`src/rtl/multicycle_seq_if.sv`:
```
// Memory handshake bundle between the multicycle sequencer and the
// instruction/data memories.
//   imem_req  sequencer -> imem : instruction fetch request
//   imem_ack  imem -> sequencer : instruction word valid this cycle
//   instr_op  imem -> sequencer : opcode field of the fetched word
//   dm_req    sequencer -> dmem : data-memory request
//   dm_we     sequencer -> dmem : write qualifier, valid with dm_req
//   dm_ack    dmem -> sequencer : transfer complete
interface multicycle_seq_if #(
  parameter int OPW = 6
);
  logic           imem_req;
  logic           imem_ack;
  logic [OPW-1:0] instr_op;
  logic           dm_req;
  logic           dm_we;
  logic           dm_ack;

  modport master (
    output imem_req, dm_req, dm_we,
    input  imem_ack, instr_op, dm_ack
  );

  modport slave (
    input  imem_req, dm_req, dm_we,
    output imem_ack, instr_op, dm_ack
  );
endinterface

```
`src/rtl/multicycle_seq.sv`:
```
// Multi-cycle instruction sequencer: steps each instruction through
// FETCH, DECODE, EXEC, MEM and WB, drives the register-file / data-memory
// write enables and the ALU select, and traps on illegal opcodes or on a
// memory that does not acknowledge within TIMEOUT cycles.
// Ports:
//   clk, reset  rising-edge clock, synchronous active-high reset
//   start       begin execution (sampled only in IDLE)
//   mem         memory handshake bundle (master side)
//   ir_we       latch instruction register (fetch ack cycle)
//   alu_op      00 pass, 01 add, 10 sub
//   rf_we       register-file write enable
//   pc_inc      one-cycle pulse when an instruction retires
//   halted, err terminal status flags
//   retired     retired-instruction count (wraps)
//
// state  | meaning
// IDLE   | waiting for start
// FETCH  | imem_req high, waiting for imem_ack
// DECODE | classify latched opcode
// EXEC   | ALU operation
// MEM    | dm_req high, waiting for dm_ack
// WB     | register-file write, retire
// HALT   | HALT executed, terminal until reset
// ERR    | illegal opcode or memory timeout, terminal until reset
module multicycle_seq #(
  parameter int OPW     = 6,
  parameter int TIMEOUT = 15,
  parameter int CNTW    = 16
) (
  input  logic            clk,
  input  logic            reset,
  input  logic            start,
  multicycle_seq_if.master mem,
  output logic            ir_we,
  output logic [1:0]      alu_op,
  output logic            rf_we,
  output logic            pc_inc,
  output logic            halted,
  output logic            err,
  output logic [CNTW-1:0] retired
);

  localparam logic [OPW-1:0] OP_NOP   = OPW'(0);
  localparam logic [OPW-1:0] OP_ADD   = OPW'(1);
  localparam logic [OPW-1:0] OP_SUB   = OPW'(2);
  localparam logic [OPW-1:0] OP_STORE = OPW'(3);
  localparam logic [OPW-1:0] OP_LOAD  = OPW'(4);
  localparam logic [OPW-1:0] OP_HALT  = {OPW{1'b1}};

  // Counter must hold TIMEOUT itself (it steps once on the final wait cycle).
  localparam int WW = (TIMEOUT > 1) ? $clog2(TIMEOUT + 1) : 1;
  localparam logic [WW-1:0] TO_LAST = (TIMEOUT > 0) ? WW'(TIMEOUT - 1) : '0;

  typedef enum logic [2:0] {
    S_IDLE, S_FETCH, S_DECODE, S_EXEC, S_MEM, S_WB, S_HALT, S_ERR
  } state_t;

  state_t         state_q, state_d;
  logic [OPW-1:0] op_q;
  logic [WW-1:0]  wait_q;
  logic           wait_last;
  logic           waiting;
  logic           retire;

  // Last permitted wait cycle: a missing ack here sends the FSM to ERR.
  assign wait_last = (TIMEOUT != 0) && (wait_q == TO_LAST);
  assign waiting   = ((state_q == S_FETCH) && !mem.imem_ack) ||
                     ((state_q == S_MEM)   && !mem.dm_ack);

  always_ff @(posedge clk) begin
    if (reset) state_q <= S_IDLE;
    else       state_q <= state_d;
  end

  always_comb begin
    state_d = state_q;
    case (state_q)
      S_IDLE:   if (start) state_d = S_FETCH;
      S_FETCH: begin
        if (mem.imem_ack)   state_d = S_DECODE;
        else if (wait_last) state_d = S_ERR;
      end
      S_DECODE: begin
        if (op_q == OP_NOP)
          state_d = S_FETCH;
        else if (op_q == OP_ADD || op_q == OP_SUB ||
                 op_q == OP_LOAD || op_q == OP_STORE)
          state_d = S_EXEC;
        else if (op_q == OP_HALT)
          state_d = S_HALT;
        else
          state_d = S_ERR;
      end
      S_EXEC: begin
        if (op_q == OP_LOAD || op_q == OP_STORE) state_d = S_MEM;
        else                                     state_d = S_WB;
      end
      S_MEM: begin
        if (mem.dm_ack)     state_d = (op_q == OP_STORE) ? S_FETCH : S_WB;
        else if (wait_last) state_d = S_ERR;
      end
      S_WB:     state_d = S_FETCH;
      default:  state_d = state_q;
    endcase
  end

  always_comb begin
    mem.imem_req = 1'b0;
    mem.dm_req   = 1'b0;
    mem.dm_we    = 1'b0;
    ir_we        = 1'b0;
    alu_op       = 2'b00;
    rf_we        = 1'b0;
    retire       = 1'b0;
    halted       = 1'b0;
    err          = 1'b0;
    case (state_q)
      S_FETCH: begin
        mem.imem_req = 1'b1;
        ir_we        = mem.imem_ack;
      end
      S_DECODE: retire = (op_q == OP_NOP);
      S_EXEC:   alu_op = (op_q == OP_SUB) ? 2'b10 : 2'b01;
      S_MEM: begin
        mem.dm_req = 1'b1;
        mem.dm_we  = (op_q == OP_STORE);
        retire     = mem.dm_ack && (op_q == OP_STORE);
      end
      S_WB: begin
        rf_we  = 1'b1;
        retire = 1'b1;
      end
      S_HALT:   halted = 1'b1;
      S_ERR:    err    = 1'b1;
      default:  ;
    endcase
  end

  assign pc_inc = retire;

  always_ff @(posedge clk) begin
    if (reset) begin
      op_q    <= '0;
      wait_q  <= '0;
      retired <= '0;
    end else begin
      if (state_q == S_FETCH && mem.imem_ack)
        op_q <= mem.instr_op;

      // Restart the wait count whenever a request state is (re)entered.
      if (state_d != state_q && (state_d == S_FETCH || state_d == S_MEM))
        wait_q <= '0;
      else if (TIMEOUT != 0 && waiting)
        wait_q <= wait_q + 1'b1;

      if (retire)
        retired <= retired + 1'b1;
    end
  end

endmodule
```
`src/flat_wrapper.sv`:
```
// flat-port wrapper written by rule: the top's interface ports become plain ports
module multicycle_seq_flat 
#(
  parameter int OPW     = 6,
  parameter int TIMEOUT = 15,
  parameter int CNTW    = 16
)
  (clk, reset, start, ir_we, alu_op, rf_we, pc_inc, halted, err, retired, mem_imem_req, mem_dm_req, mem_dm_we, mem_imem_ack, mem_instr_op, mem_dm_ack);
  multicycle_seq_if #(.OPW(OPW)) mem_i ();
  input  logic clk;
  input  logic reset;
  input  logic start;
  output logic ir_we;
  output logic [1:0] alu_op;
  output logic rf_we;
  output logic pc_inc;
  output logic halted;
  output logic err;
  output logic [CNTW-1:0] retired;
  output wire logic [$bits(mem_i.imem_req)-1:0] mem_imem_req;
  output wire logic [$bits(mem_i.dm_req)-1:0] mem_dm_req;
  output wire logic [$bits(mem_i.dm_we)-1:0] mem_dm_we;
  input wire logic [$bits(mem_i.imem_ack)-1:0] mem_imem_ack;
  input wire logic [$bits(mem_i.instr_op)-1:0] mem_instr_op;
  input wire logic [$bits(mem_i.dm_ack)-1:0] mem_dm_ack;
  assign mem_imem_req = mem_i.imem_req;
  assign mem_dm_req = mem_i.dm_req;
  assign mem_dm_we = mem_i.dm_we;
  assign mem_i.imem_ack = mem_imem_ack;
  assign mem_i.instr_op = mem_instr_op;
  assign mem_i.dm_ack = mem_dm_ack;
  multicycle_seq #(.OPW(OPW), .TIMEOUT(TIMEOUT), .CNTW(CNTW)) u_core (.clk(clk), .reset(reset), .start(start), .mem(mem_i), .ir_we(ir_we), .alu_op(alu_op), .rf_we(rf_we), .pc_inc(pc_inc), .halted(halted), .err(err), .retired(retired));
endmodule
```
`config.mk`:
```
export PLATFORM = sky130hd
export DESIGN_NAME = multicycle_seq_flat
export DESIGN_NICKNAME = d
export VERILOG_FILES = /design/src/rtl/multicycle_seq_if.sv /design/src/rtl/multicycle_seq.sv /design/src/flat_wrapper.sv
export SDC_FILE = /design/constraint.sdc
export NUM_CORES = 1
export LEC_CHECK = 0
export BUFFER_PORTS_ARGS = -buffer_cell sky130_fd_sc_hd__buf_2
export CAP_MARGIN = 40
export CORE_ASPECT_RATIO = 1.1
export CORE_MARGIN = 3
export CORE_UTILIZATION = 45
export CTS_BUF_LIST = sky130_fd_sc_hd__clkbuf_2
export DETAILED_ROUTE_END_ITERATION = 6
export PLACE_DENSITY_LB_ADDON = 0.1
export SLEW_MARGIN = 10
export SYNTH_ARGS = -nofsm -noshare
export SYNTH_HDL_FRONTEND = slang
export SYNTH_SLANG_ARGS = --single-unit
```
`constraint.sdc`:
```
create_clock -name clk -period 1.95 [get_ports clk]
set_input_delay 0.2925 -clock clk [delete_from_list [all_inputs] [get_ports clk]]
set_output_delay 0.2925 -clock clk [all_outputs]
set_load 0.01 [all_outputs]
```
# --- Word-level counts from Yosys, hierarchy flattened ---
# Cells that the tools add are included.
op_classes:
  n_addsub: 2
  n_eq_ne: 16
  n_mux: 20
  n_reduce_logical: 16
ops:
  columns: ["cell", "count"]
  rows:
  - ["2-to-1 mux 3 bit", 7]
  - ["one-hot mux 3 bit (6 select lines)", 1]
  - ["adder 16 x 1 -> 16 bit (second input constant)", 1]
  - ["equality test 3 bit (second input constant)", 5]
  - ["equality test 6 x 2 -> 1 bit (second input constant)", 2]
  - ["2-to-1 mux 1 bit", 9]
  - ["equality test 3 x 1 -> 1 bit (second input constant)", 2]
  - ["equality test 3 x 2 -> 1 bit (second input constant)", 2]
  - ["equality test 6 x 1 -> 1 bit (second input constant)", 1]
  - ["equality test 6 x 3 -> 1 bit (second input constant)", 1]
  - ["equality test 6 bit (second input constant)", 1]
  - ["zero test 6 bit", 1]
  - ["logical OR 1 bit", 6]
  - ["logical AND 1 bit", 5]
  - ["adder 4 x 1 -> 4 bit (second input constant)", 1]
  - ["equality test 4 bit (second input constant)", 1]
  - ["2-to-1 mux 2 bit", 2]
  - ["zero test 3 bit", 1]
  - ["!= test 3 bit", 1]
  - ["one-hot mux 1 bit (3 select lines)", 1]
  - ["zero test 1 bit", 2]
  - ["OR reduction 2 bit", 1]
totals:
  reg_bits: 29
  output_inout_bits: 26
  wordCells: 58

# --- Longest topological paths before layout ---
# Gate-level depths: netlist of the first run.
depth:
  ltp_word: 11
  mapped_depth: 8
  mapped_depth_nobuf: 8

# --- Worst setup path after synthesis of the first run ---
# Ideal clock, no wire load.
synth_timing:
  path_kind: "reg-to-reg"
  from: "register u_core.state_q[1]"
  to: "register u_core.wait_q[0]"
  t_arrival_ps: 1768
  required_ps: 1819
  path_slack_ps: 51
  path_stages_with_launch: 8
  n_path_buf: 1
  period_less_slack_ps: 1899
  path_cell_list: "dfxtp_1 > nor3b_1 > and2_1 > buf_2 > a311o_1 > or2_1 > a211oi_2 > nor3_1"
synth_via:
  elab_chain_len: 7
  elab_cells_between_ends: 20
  classes_between: "eq/ne (8); mux (5); reduce/logical (7)"
synth_rtl:
  columns: ["item", "line", "source"]
  rows:
  - ["from (decl)", "multicycle_seq.sv:58", "state_t state_q, state_d;"]
  - ["from (signal assigned)", "multicycle_seq.sv:72", "else state_q <= state_d;"]
  - ["2-to-1 mux 3 bit", "multicycle_seq.sv:81, multicycle_seq.sv:100", null]
  - ["2-to-1 mux 3 bit (on tied branches)", "multicycle_seq.sv:99, multicycle_seq.sv:80", null]
  - ["one-hot mux 3 bit (6 select lines)", "multicycle_seq.sv:77", "case (state_q)"]
  - ["equality test 3 x 1 -> 1 bit / equality test 3 bit (equally long branches)", "multicycle_seq.sv:151", "if (state_d != state_q && (state_d == S_FETCH || state_d == S_MEM))"]
  - ["logical OR 1 bit", "multicycle_seq.sv:151", null]
  - ["logical AND 1 bit", "multicycle_seq.sv:151", null]
  - ["OR reduction 2 bit (no line)", null, null]
  - ["to (signal assigned)", "multicycle_seq.sv:154", "wait_q <= wait_q + 1'b1;"]
  - ["to (decl)", "multicycle_seq.sv:60", "logic [WW-1:0] wait_q;"]
# Parallel ways exist; a longest one is shown, timed or not.
# A chain may end at the register's enable or synchronous reset.

# --- Worst setup path after layout of the first run ---
layout_timing:
  from: "register u_core.op_q[2]"
  to: "register u_core.retired[3]"
layout_via:
  elab_chain_len: 3
  elab_cells_between_ends: 4
  classes_between: "eq/ne (1); mux (1); reduce/logical (2)"
layout_rtl:
  columns: ["item", "line", "source"]
  rows:
  - ["from (decl)", "multicycle_seq.sv:59", "logic [OPW-1:0] op_q;"]
  - ["from (signal assigned)", "multicycle_seq.sv:148", "op_q <= mem.instr_op;"]
  - ["equality test 6 x 2 -> 1 bit", "multicycle_seq.sv:127", "retire = mem.dm_ack && (op_q == OP_STORE);"]
  - ["logical AND 1 bit", "multicycle_seq.sv:127", null]
  - ["one-hot mux 1 bit (3 select lines) *", "multicycle_seq.sv:117", "case (state_q)"]
  - ["to (signal assigned)", "multicycle_seq.sv:157", "retired <= retired + 1'b1;"]
  - ["to (decl)", "multicycle_seq.sv:40", "output logic [CNTW-1:0] retired"]
# Every way passes the cells marked *; elsewhere a longest branch is shown, timed or not.

==> reports/metrics.cfg, run 1 <==
[final_layout]
drive_gt1_share_pct=42.7
diodes=0
nNetsFinal=252
final_core_util_pct=67.0
multi_input_area_sq_mm=0.00103
fillerInstances=250
fin_cells=273
area_growth_pct=38.0
area.sequential_sq_um=598

[routing]
num_vias=1530
dr.pass1.iters=4
routed_via_density=5.60
first_iter_violations=64
wire_per_inst_um=14.4
antenna_left=0
drt_wl_total_um=3940
drc=0

[cts]
clk_pin_slew_ps=170
htree_levels=2
clockBufferDepth=2
cts_buffers=5
cts.sinks=29
root_buffer=clkbuf_2
cts_tree=built
insertion_delay_ps=370

[floorplan]
fp.dieW_um=61.4
ios=37
dieArea_sq_mm=0.00411
start_util_pct=48.5
die_h_um=66.9
rows=21
core_area_sq_mm=0.00313

[worst_hold_path]
whs_path_depth=3
hold_class=in -> reg
min_from=mem_instr_op[0]
min_to=u_core.op_q[0]$_SDFFE_PP0P_

[sta]
min_period_ps=1960
hold_viol=0
skew_ps=15.9
fin_crit_sh_pct=101
fin_ws_ps=-10.5
rsz0062_at_grt=true
final-max-slew-violation-count=0
maxSlewHeadroom_pct=62.8
tightest_slew_ps=556
finalSetupViolCount=1
max_freq_mhz=510

[power_and_ir_drop]
p_total_mw=1.24
vdd_drop_max_mv=0.368
power_density_mw_per_mm2=593
leakagePower_nw=0.931

[worst_setup_path]
cp_common_cell=buf_6
required_ps=2240
cp_max_fo=4
end_kind=flop
crit_buf_inv=2
cp_slowest_cell=dfxtp_2
cp_top_family=simple AND/OR/NAND/NOR gates
crit_path_start_kind=flop
critical_path_depth=7
worstSetupPathType=reg -> reg
r2r_cells=7
rrSetupSlack_ps=-10
cp.arrival_ps=2250
cp_cell_sequence=nor4_4, nand2_1, o32a_4, buf_6, buf_6, or3_1, a21oi_1
r2r-end=u_core.retired[3]$_SDFFE_PP0P_
r2r-start=u_core.op_q[2]$_SDFFE_PP0P_
cp_slowest_stage_delay_ps=370

[placed_design]
gp_congestion=0.893
numPortBuffers=36
dpl.hpwl_um=2570
place_ws_ps=-31.1
place_inst=258

[synth]
synth-edff-count=0
synthTopCellsByCount=nor2_1, dfxtp_1, nand2_1, nor3_1, xnor2_1
synth_ff_type=dfxtp_1
synth_most_common_cell=nor2_1
ys_seq_elements=29
netlist_instances=183
synth.area.top_cells=dfxtp_1, nor2_1, xnor2_1, nor3_1, mux2i_1
synth_top_cell_by_area=dfxtp_1
async_reset_ff_share_pct=0
yosys_warnings=0
synth_area_sq_mm=0.00152
synth_cell_type_count=39
ys_seq_area_share_pct=38.3
synth_top_area_share_pct=38.3
synth_nets=197
syn_avg_cell_area_sq_um=8.29

[global_route]
grt_usage_pct=20.4
grt_antenna_before_repair=0
grt_pass1_vias=1458
grt_max_degree=30
globalRoute.totalOverflow=0
grt_pass1_wl_um=6310

[run_status]
violations=negative setup slack
status=finished with violations

[run]
maxCapViolations=0

==> stage by stage <==
stage / cell area (sq um) / setup TNS, ps / hold WS, ps
2_1_floorplan: 1520 / 0 / 368
3_3_place_gp: 1810 / 0 / 477
3_5_place_dp: 1810 / -131 / 487
4_1_cts: 1930 / 0 / 143
5_1_grt: 2090 / -563 / 126
6_report: 2090 / -10.5 / 146
==> layout by cell type (no fill, tap or decap), drive strengths merged <==
cell type,count
and3,4
a2bb2oi,1
o32a,1
nor3b,2
nand2,13
nor3,13
a311o,1
mux2i,6
clkbuf,6
o22ai,1
a31oi,1
nor2b,1
nor4,4
a21boi,1
dfxtp,29
xor2,6
or3,2
nor2,31
and2,3
o21ai,4
a41oi,1
a2111oi,1
nand4,7
clkinv,3
a21oi,6
buf,58
ha,3
o211a,1
or2,1
a211oi,3
nor4b,2
nand3,5
nand2b,3
xnor2,11
inv,4
==> repair_timing <==
item                                   in CTS  in global routing
resized for setup                           9                 38
hold buffers                                0                  0
setup endpoints to repair                  13                 19
setup buffers                               5                  4
pin swaps                                   3                 23
endpoints found under the hold margin       0                  0
==> sequential cells by signal, indices dropped and copies added (netlist names) <==
name and count:
u_core.op_q 6, u_core.retired 16, u_core.state_q 3, u_core.wait_q 4
==> area by class of cell <==
cell class              instances  share of cell area (%)
flip-flops and latches         29                    28.6
inverters                       5                    1.14
well taps                      34                    2.03
multi-input cells             139                    49.0
repair buffers                 58                    17.3
clock inverters                 2                   0.478
clock buffers                   6                    1.43
==> worst max path at each step <==
stage	start	endpoint	slack (ps)
2_1_floorplan	u_core.state_q[1]$_SDFF_PP0_	u_core.wait_q[0]$_SDFFE_PP0P_	50
3_5_place_dp	u_core.op_q[2]$_SDFFE_PP0P_	u_core.retired[13]$_SDFFE_PP0P_	-30
4_1_cts	u_core.op_q[5]$_SDFFE_PP0P_	u_core.retired[12]$_SDFFE_PP0P_	0.8
6_report	u_core.op_q[2]$_SDFFE_PP0P_	u_core.retired[3]$_SDFFE_PP0P_	-10
3_3_place_gp	u_core.op_q[2]$_SDFFE_PP0P_	u_core.retired[13]$_SDFFE_PP0P_	40
5_1_grt	u_core.op_q[2]$_SDFFE_PP0P_	pc_inc	-120
==> cells by family (layout without fill, tap and decap cells) <==
kind of cell / count (synthesis) / after routing / share of synthesized area, %
compound gates: 22 / 22 / 10.6
xor+xnor: 17 / 17 / 9.81
fa+ha+maj: 3 / 3 / 2.47
buf+inv: 15 / 71 / 4.29
flops: 29 / 29 / 38.3
mux: 6 / 6 / 3.96
simple gates: 91 / 91 / 30.7
==> tightest hold or removal path, delay by kind of cell <==
kind / cells / cell delay [ps]
buf+inv: 1 / 70
mux: 1 / 60
simple gates: 1 / 70
==> layer usage <==
metal / global-route usage, % / vias up / wire (um)
met5: 0 / - / 0
met4: 9.81 / 0 / 72
met3: 5.81 / 8 / 188
met2: 33.2 / 36 / 2020
met1: 24.1 / 737 / 1660
li1: - / 749 / -
==> power by group <==
part	switching, mW	internal [mW]
sequential	0.0257	0.613
clock	0.216	0.0900
combinational	0.150	0.148
total	0.392	0.850
Power figures use the tool's default switching activity.
==> run 2: changes to the inputs <==
--- a/config.mk
+++ b/config.mk
@@ -12,7 +12,7 @@
 export CORE_UTILIZATION = 45
 export CTS_BUF_LIST = sky130_fd_sc_hd__clkbuf_2
 export DETAILED_ROUTE_END_ITERATION = 6
-export PLACE_DENSITY_LB_ADDON = 0.1
+export PLACE_DENSITY = 0.83
 export SLEW_MARGIN = 10
 export SYNTH_ARGS = -nofsm -noshare
 export SYNTH_HDL_FRONTEND = slang
==> constraint.sdc (replaced) <==
create_clock -name clk -period 1.8 [get_ports clk]
set_input_delay 0.27 -clock clk [delete_from_list [all_inputs] [get_ports clk]]
set_output_delay 0.27 -clock clk [all_outputs]
set_load 0.01 [all_outputs]
==> run 2 against run 1 <==
  * The flow still finishes with violations (negative setup slack)
  * Die area is the same
  * Highest routed layer unchanged
  * Critical path depth shrank 1
  * Cell count grew 8.8%
  * Clock-buffer cell count is the same
  * Critical path type is now reg -> out
==> reports/metrics.cfg, run 2 (same netlist as run 1, synthesis figures left out) <==
[cts]
root_buffer=clkbuf_2
htree_levels=2
cts_tree=built
clockBufferDepth=2
cts.sinks=29
clk_pin_slew_ps=150
insertion_delay_ps=380
hold_buffers=0
cts_buffers=5

[final_layout]
fillerInstances=214
drive_gt1_share_pct=49.0
largestRegisters=u_core.retired x16, u_core.op_q x6, u_core.wait_q x4
nNetsFinal=276
fin_cells=297
regMostFlops=u_core.retired
final_common_cell=buf_4
mostFrequentLayoutCells=buf_4, buf_2, nor2_1
area_growth_pct=55.5
final_cell_area_sq_mm=0.00236
diodes=0
largest_register_ff_count=16

[routing]
drc=0
routed_via_density=5.57
wire_per_inst_um=14.9
first_iter_violations=93
drt_wl_total_um=4430
antenna_left=0
dr.pass1.iters=5
num_vias=1654

[placed_design]
numPortBuffers=36
gp_congestion=0.875
place_inst=282
dpl.hpwl_um=2840
placed_cell_area_sq_mm=0.00199

[worst_setup_path]
cp_max_fo=2
cp.arrival_ps=1720
setup.worst_path.end=pc_inc
end_kind=output port
rrSetupSlack_ps=-160
r2r-end=u_core.retired[3]$_SDFFE_PP0P_
worstSetupPathType=reg -> out
critPathLaunch=u_core.op_q[2]$_SDFFE_PP0P_
cp_cell_sequence=nor4_4, nand2_1, o32a_1, buf_6, clkinv_4, buf_6
r2r_cells=7
required_ps=1530
crit_path_start_kind=flop
cp_slowest_stage_delay_ps=390
cp_common_cell=buf_6
r2r-start=u_core.op_q[2]$_SDFFE_PP0P_
cp_slowest_cell=dfxtp_4

[floorplan]
start_util_pct=48.5
core_area_sq_mm=0.00313
die_h_um=66.9
ios=37
fp.dieW_um=61.4
dieArea_sq_mm=0.00411
rows=21

[worst_hold_path]
hold_class=in -> reg
min_from=mem_instr_op[1]

[global_route]
globalRoute.totalOverflow=0
grt_antenna_before_repair=0
grt_pass1_wl_um=6910
grt_max_degree=30
grt_usage_pct=22.6
grt_pass1_vias=1542

[power_and_ir_drop]
internal_power_uw=975
p_seq_share_pct=47.6
leakagePower_nw=1.14
clockPowerShare_pct=23.6
power_switching_uw=466
p_total_mw=1.44
netSwitchingFraction_pct=32.4
power_density_mw_per_mm2=611
combPwrFrac_pct=28.8
vdd_drop_max_mv=0.457

[sta]
maxSlewHeadroom_pct=61.3
max_freq_mhz=504
finalSetupViolCount=21
final-max-slew-violation-count=0
fin_ws_ps=-185
min_period_ps=1990
fin_crit_sh_pct=110
hold_viol=0
rsz0062_at_grt=true
tightest_slew_ps=581
skew_ps=7.05
whs_ps=126

[run_status]
violations=negative setup slack
status=finished with violations

[run]
maxCapViolations=0

## run 2: cell types whose count changed in the layout (fill, tap and decap cells not counted), sizes merged
cell	change
buf	+24
## run 2: area by class of cell
class | count | area, sq um | area share, %
Clock inverter | 2 | 10.0 | 0.424
Multi-Input combinational cell | 139 | 1080 | 45.9
Inverter | 5 | 23.8 | 1.01
Tap cell | 34 | 42.5 | 1.80
Clock buffer | 6 | 30.0 | 1.27
Sequential cell | 29 | 599 | 25.4
Timing Repair Buffer | 82 | 572 | 24.2
## run 2: how the worst min path moves through the flow
stage / slack, ps / cells past startpoint / to
after floorplan: 350 / 1 / u_core.wait_q[1]$_SDFFE_PP0P_
after global placement: 490 / 2 / u_core.retired[1]$_SDFFE_PP0P_
after detailed placement: 500 / 2 / u_core.retired[1]$_SDFFE_PP0P_
after CTS: 120 / 3 / u_core.op_q[1]$_SDFFE_PP0P_
after global routing: 130 / 3 / u_core.op_q[0]$_SDFFE_PP0P_
final: 130 / 3 / u_core.op_q[1]$_SDFFE_PP0P_
## run 2: layer usage
layer	global-route usage (%)	wire length [um]
met1	27.2	1820
met2	36.8	2190
met3	6.59	294
met4	9.28	128
met5	0	0
## run 2: repair_timing
item,CTS,global route
pin swaps,16,7
setup buffers,7,3
gates resized for setup,43,20
setup endpoints to repair,24,25
## run 2: worst max-delay path: cells and delay by family (launching register included)
family	cells	cell delay [ps]
AOI/OAI and AO/OA	1	320
buffers and inverters	3	270
and+or+nand+nor	2	380
DFF	1	390
## run 2: power by group through the flow
stage	sequential, mW	clock, mW	combinational (mW)
after floorplan	0.693	0	0.161
after global placement	0.695	0	0.290
after detailed placement	0.695	0	0.297
after CTS	0.685	0.338	0.373
after global routing	0.690	0.378	0.445
final	0.686	0.340	0.415
## run 2: metrics by stage
step | setup TNS, ps | setup WS [ps] | utilization (%)
after floorplan | 0 | 1.51 | -
after global placement | -216 | -115 | 63.6
after detailed placement | -1010 | -102 | 63.6
after CTS | -1460 | -187 | 72.2
after global routing | -4540 | -297 | 75.5
final | -1990 | -185 | 75.5
==> run 3: changes to the inputs <==
--- a/config.mk
+++ b/config.mk
@@ -5,6 +5,7 @@
 export SDC_FILE = /design/constraint.sdc
 export NUM_CORES = 1
 export LEC_CHECK = 0
+export ABC_AREA = 1
 export BUFFER_PORTS_ARGS = -buffer_cell sky130_fd_sc_hd__buf_2
 export CAP_MARGIN = 40
 export CORE_ASPECT_RATIO = 1.1
@@ -12,7 +13,7 @@
 export CORE_UTILIZATION = 45
 export CTS_BUF_LIST = sky130_fd_sc_hd__clkbuf_2
 export DETAILED_ROUTE_END_ITERATION = 6
-export PLACE_DENSITY = 0.83
+export PLACE_DENSITY = 0.79
 export SLEW_MARGIN = 10
 export SYNTH_ARGS = -nofsm -noshare
 export SYNTH_HDL_FRONTEND = slang
==> constraint.sdc (replaced) <==
create_clock -name clk -period 2.1 [get_ports clk]
set_input_delay 0.315 -clock clk [delete_from_list [all_inputs] [get_ports clk]]
set_output_delay 0.315 -clock clk [all_outputs]
set_load 0.01 [all_outputs]
==> run 3 against run 2 <==
  * The run now ends clean
  * First-iteration DRC count grew 3.2%
  * Synthesized cell count up 33%
  * Worst setup slack improved by 340 ps
  * Clock-buffer cell count unchanged
  * Sequential share of layout area increased by 4.3 points
  * Synthesized area rose by 10%
  * Critical path type unchanged
  * Largest cell class unchanged
==> reports/metrics.cfg, run 3 <==
[sta]
fin_crit_sh_pct=92.6
finalSetupViolCount=0
hold_viol=0
maxSlewHeadroom_pct=75.1
tightest_slew_ps=370
max_freq_mhz=514
min_period_ps=1940
rsz0062_at_grt=true
whs_ps=205
final-max-slew-violation-count=0
skew_ps=13.4

[final_layout]
regMostFlops=u_core.retired
fillerInstances=346
drive_gt1_share_pct=25.9
mostFrequentLayoutCells=nand2_1, buf_2, nor2_1
area_growth_pct=17.4
diodes=0
multi_input_area_sq_um=975
largest_register_ff_count=16
area.sequential_sq_um=583
nNetsFinal=299
final_common_cell=nand2_1
fin_cells=334
largestRegisters=u_core.retired x16, u_core.op_q x6, u_core.wait_q x4

[synth]
yosys_warnings=0
netlist_instances=243
ys_seq_elements=29
syn_avg_cell_area_sq_um=6.88
synth_xor_area_share_pct=5.76
ys_seq_area_share_pct=34.7
synthTopCellsByCount=nand2_1, nor2_1, dfxtp_1, inv_1, a21oi_1
synth.area.top_cells=dfxtp_1, nand2_1, nor2_1, inv_1, a21oi_1
async_reset_ff_share_pct=0
synth_nets=257
synth_top_area_share_pct=34.7
synth_top_family_by_area=simple AND/OR/NAND/NOR gates
synth_ff_type=dfxtp_1
synth_most_common_cell=nand2_1
synth_mux_area_share_pct=0
synthAdderAreaFrac_pct=2.25
yosys.area_share.simple_pct=35.8
synth_top_cell_by_area=dfxtp_1
synth_area_sq_mm=0.00167
synth_compound_area_share_pct=13.8
synth-edff-count=0
synth_cell_type_count=29

[placed_design]
numPortBuffers=36
gp_congestion=0.895
dpl.hpwl_um=2890
place_inst=323

[routing]
routed_via_density=5.15
drc=0
first_iter_violations=96
num_vias=1719
antenna_left=0
drt_wl_total_um=3850
dr.pass1.iters=4
wire_per_inst_um=11.5

[floorplan]
rows=22
die_h_um=69.9
start_util_pct=48.6
dieArea_sq_mm=0.00448
fp.dieW_um=64.1
ios=37
core_area_sq_mm=0.00344

[worst_setup_path]
crit_path_start_kind=flop
cp_max_fo=10
r2r-end=u_core.retired[1]$_SDFFE_PP0P_
required_ps=1780
end_kind=output port
worstSetupPathType=reg -> out
r2r-start=u_core.state_q[1]$_SDFF_PP0_
rrSetupSlack_ps=420
r2r_cells=8
cp.arrival_ps=1630

[global_route]
grt_antenna_before_repair=0
grt_pass1_wl_um=6320
grt_max_degree=20
grt_pass1_vias=1489
grt_usage_pct=18.0
globalRoute.totalOverflow=0

[power_and_ir_drop]
power_switching_uw=402
netSwitchingFraction_pct=34.7
combPwrFrac_pct=22.7
vdd_drop_max_mv=0.321
leakagePower_nw=0.868
internal_power_uw=756
power_density_mw_per_mm2=590
p_seq_share_pct=53.6
clockPowerShare_pct=23.7

[worst_hold_path]
min_from=mem_instr_op[0]
hold_class=in -> reg
whs_path_depth=3
min_to=u_core.op_q[0]$_SDFFE_PP0P_

[cts]
clk_pin_slew_ps=150
root_buffer=clkbuf_2
clockBufferDepth=2
cts.sinks=29
insertion_delay_ps=360
htree_levels=2
hold_buffers=0
cts_tree=built
cts_buffers=5

[run]
maxCapViolations=0

[run_status]
status=finished, final reports clean

-- run 3: cell count changes after synthesis, moves of 4 or more --
cell,before,now
nor3_1,13,6
a21oi_2,0,6
nand3_1,5,13
nor2_1,31,35
o21ai_0,4,13
mux2i_1,6,0
inv_1,4,20
clkbuf_1,8,3
a21oi_1,6,14
inv_2,0,5
and3_1,4,0
nand2_1,13,58
-- run 3: worst max-delay path by stage --
stage,startpoint,depth (start not counted),end,slack (ps)
after global routing,u_core.op_q[4]$_SDFFE_PP0P_,6,pc_inc,-6
after floorplan,u_core.state_q[2]$_SDFF_PP0_,5,pc_inc,610
final,u_core.state_q[1]$_SDFF_PP0_,5,pc_inc,160
after detailed placement,u_core.state_q[1]$_SDFF_PP0_,7,u_core.retired[1]$_SDFFE_PP0P_,330
after global placement,u_core.state_q[1]$_SDFF_PP0_,5,pc_inc,390
after CTS,u_core.state_q[2]$_SDFF_PP0_,5,pc_inc,60
-- run 3: power by group through the flow --
stage | registers [mW] | clock network [mW] | logic [mW]
6_report | 0.621 | 0.274 | 0.263
5_1_grt | 0.626 | 0.310 | 0.293
4_1_cts | 0.619 | 0.286 | 0.247
3_5_place_dp | 0.630 | 0 | 0.245
3_3_place_gp | 0.628 | 0 | 0.242
2_1_floorplan | 0.625 | 0 | 0.190
-- run 3: area by class of cell --
| type | instances | area share, % |
|---|---|---|
| clock buffer | 6 | 1.53 |
| clock inverter | 2 | 0.510 |
| inverter | 25 | 4.78 |
| multi-input combinational | 184 | 49.7 |
| sequential | 29 | 29.7 |
| tap | 48 | 3.06 |
| timing repair buffer | 40 | 10.7 |
-- run 3: critical path, cell delays in order (launching register included) --
cell and delay [ps]:
dfxtp_2 450, inv_2 100, nor3_2 230, a31oi_2 170, nand2_4 160, buf_2 150
-- run 3: repair_timing --
action / CTS / global route
endpoints found under the setup margin: 1 / 2
pin swaps: 0 / 1
endpoints found under the hold margin: 0 / 0
gates resized for setup: 2 / 2
buffers inserted: 0 / 3
-- run 3: through the flow --
stage	util, %	total power, mW	cell area, sq um	setup TNS [ps]	setup slack (ps)
2_1_floorplan	-	0.815	1670	0	611
3_3_place_gp	54.8	0.870	1890	0	387
3_5_place_dp	54.8	0.875	1890	0	333
4_1_cts	56.1	1.15	1930	0	56.2
5_1_grt	57.0	1.23	1960	-5.76	-5.76
6_report	57.0	1.16	1960	0	156
-- run 3: kinds of logic (layout without fill, tap and decap cells) --
group / after synthesis / count (layout)
AND/OR/NAND/NOR: 131 / 131
AO/OA/AOI/OAI: 39 / 39
buffers and inverters: 30 / 73
flip-flops: 29 / 29
XOR/XNOR: 11 / 11
adder cells (fa/ha/maj): 3 / 3
-- run 3: per-layer routing --
layer	vias to the layer above	track usage, %	wire length, um
met5	-	0	0
met4	0	9.39	85
met3	10	5.31	234
met2	56	28.9	1790
met1	770	21.4	1740
li1	883	-	-
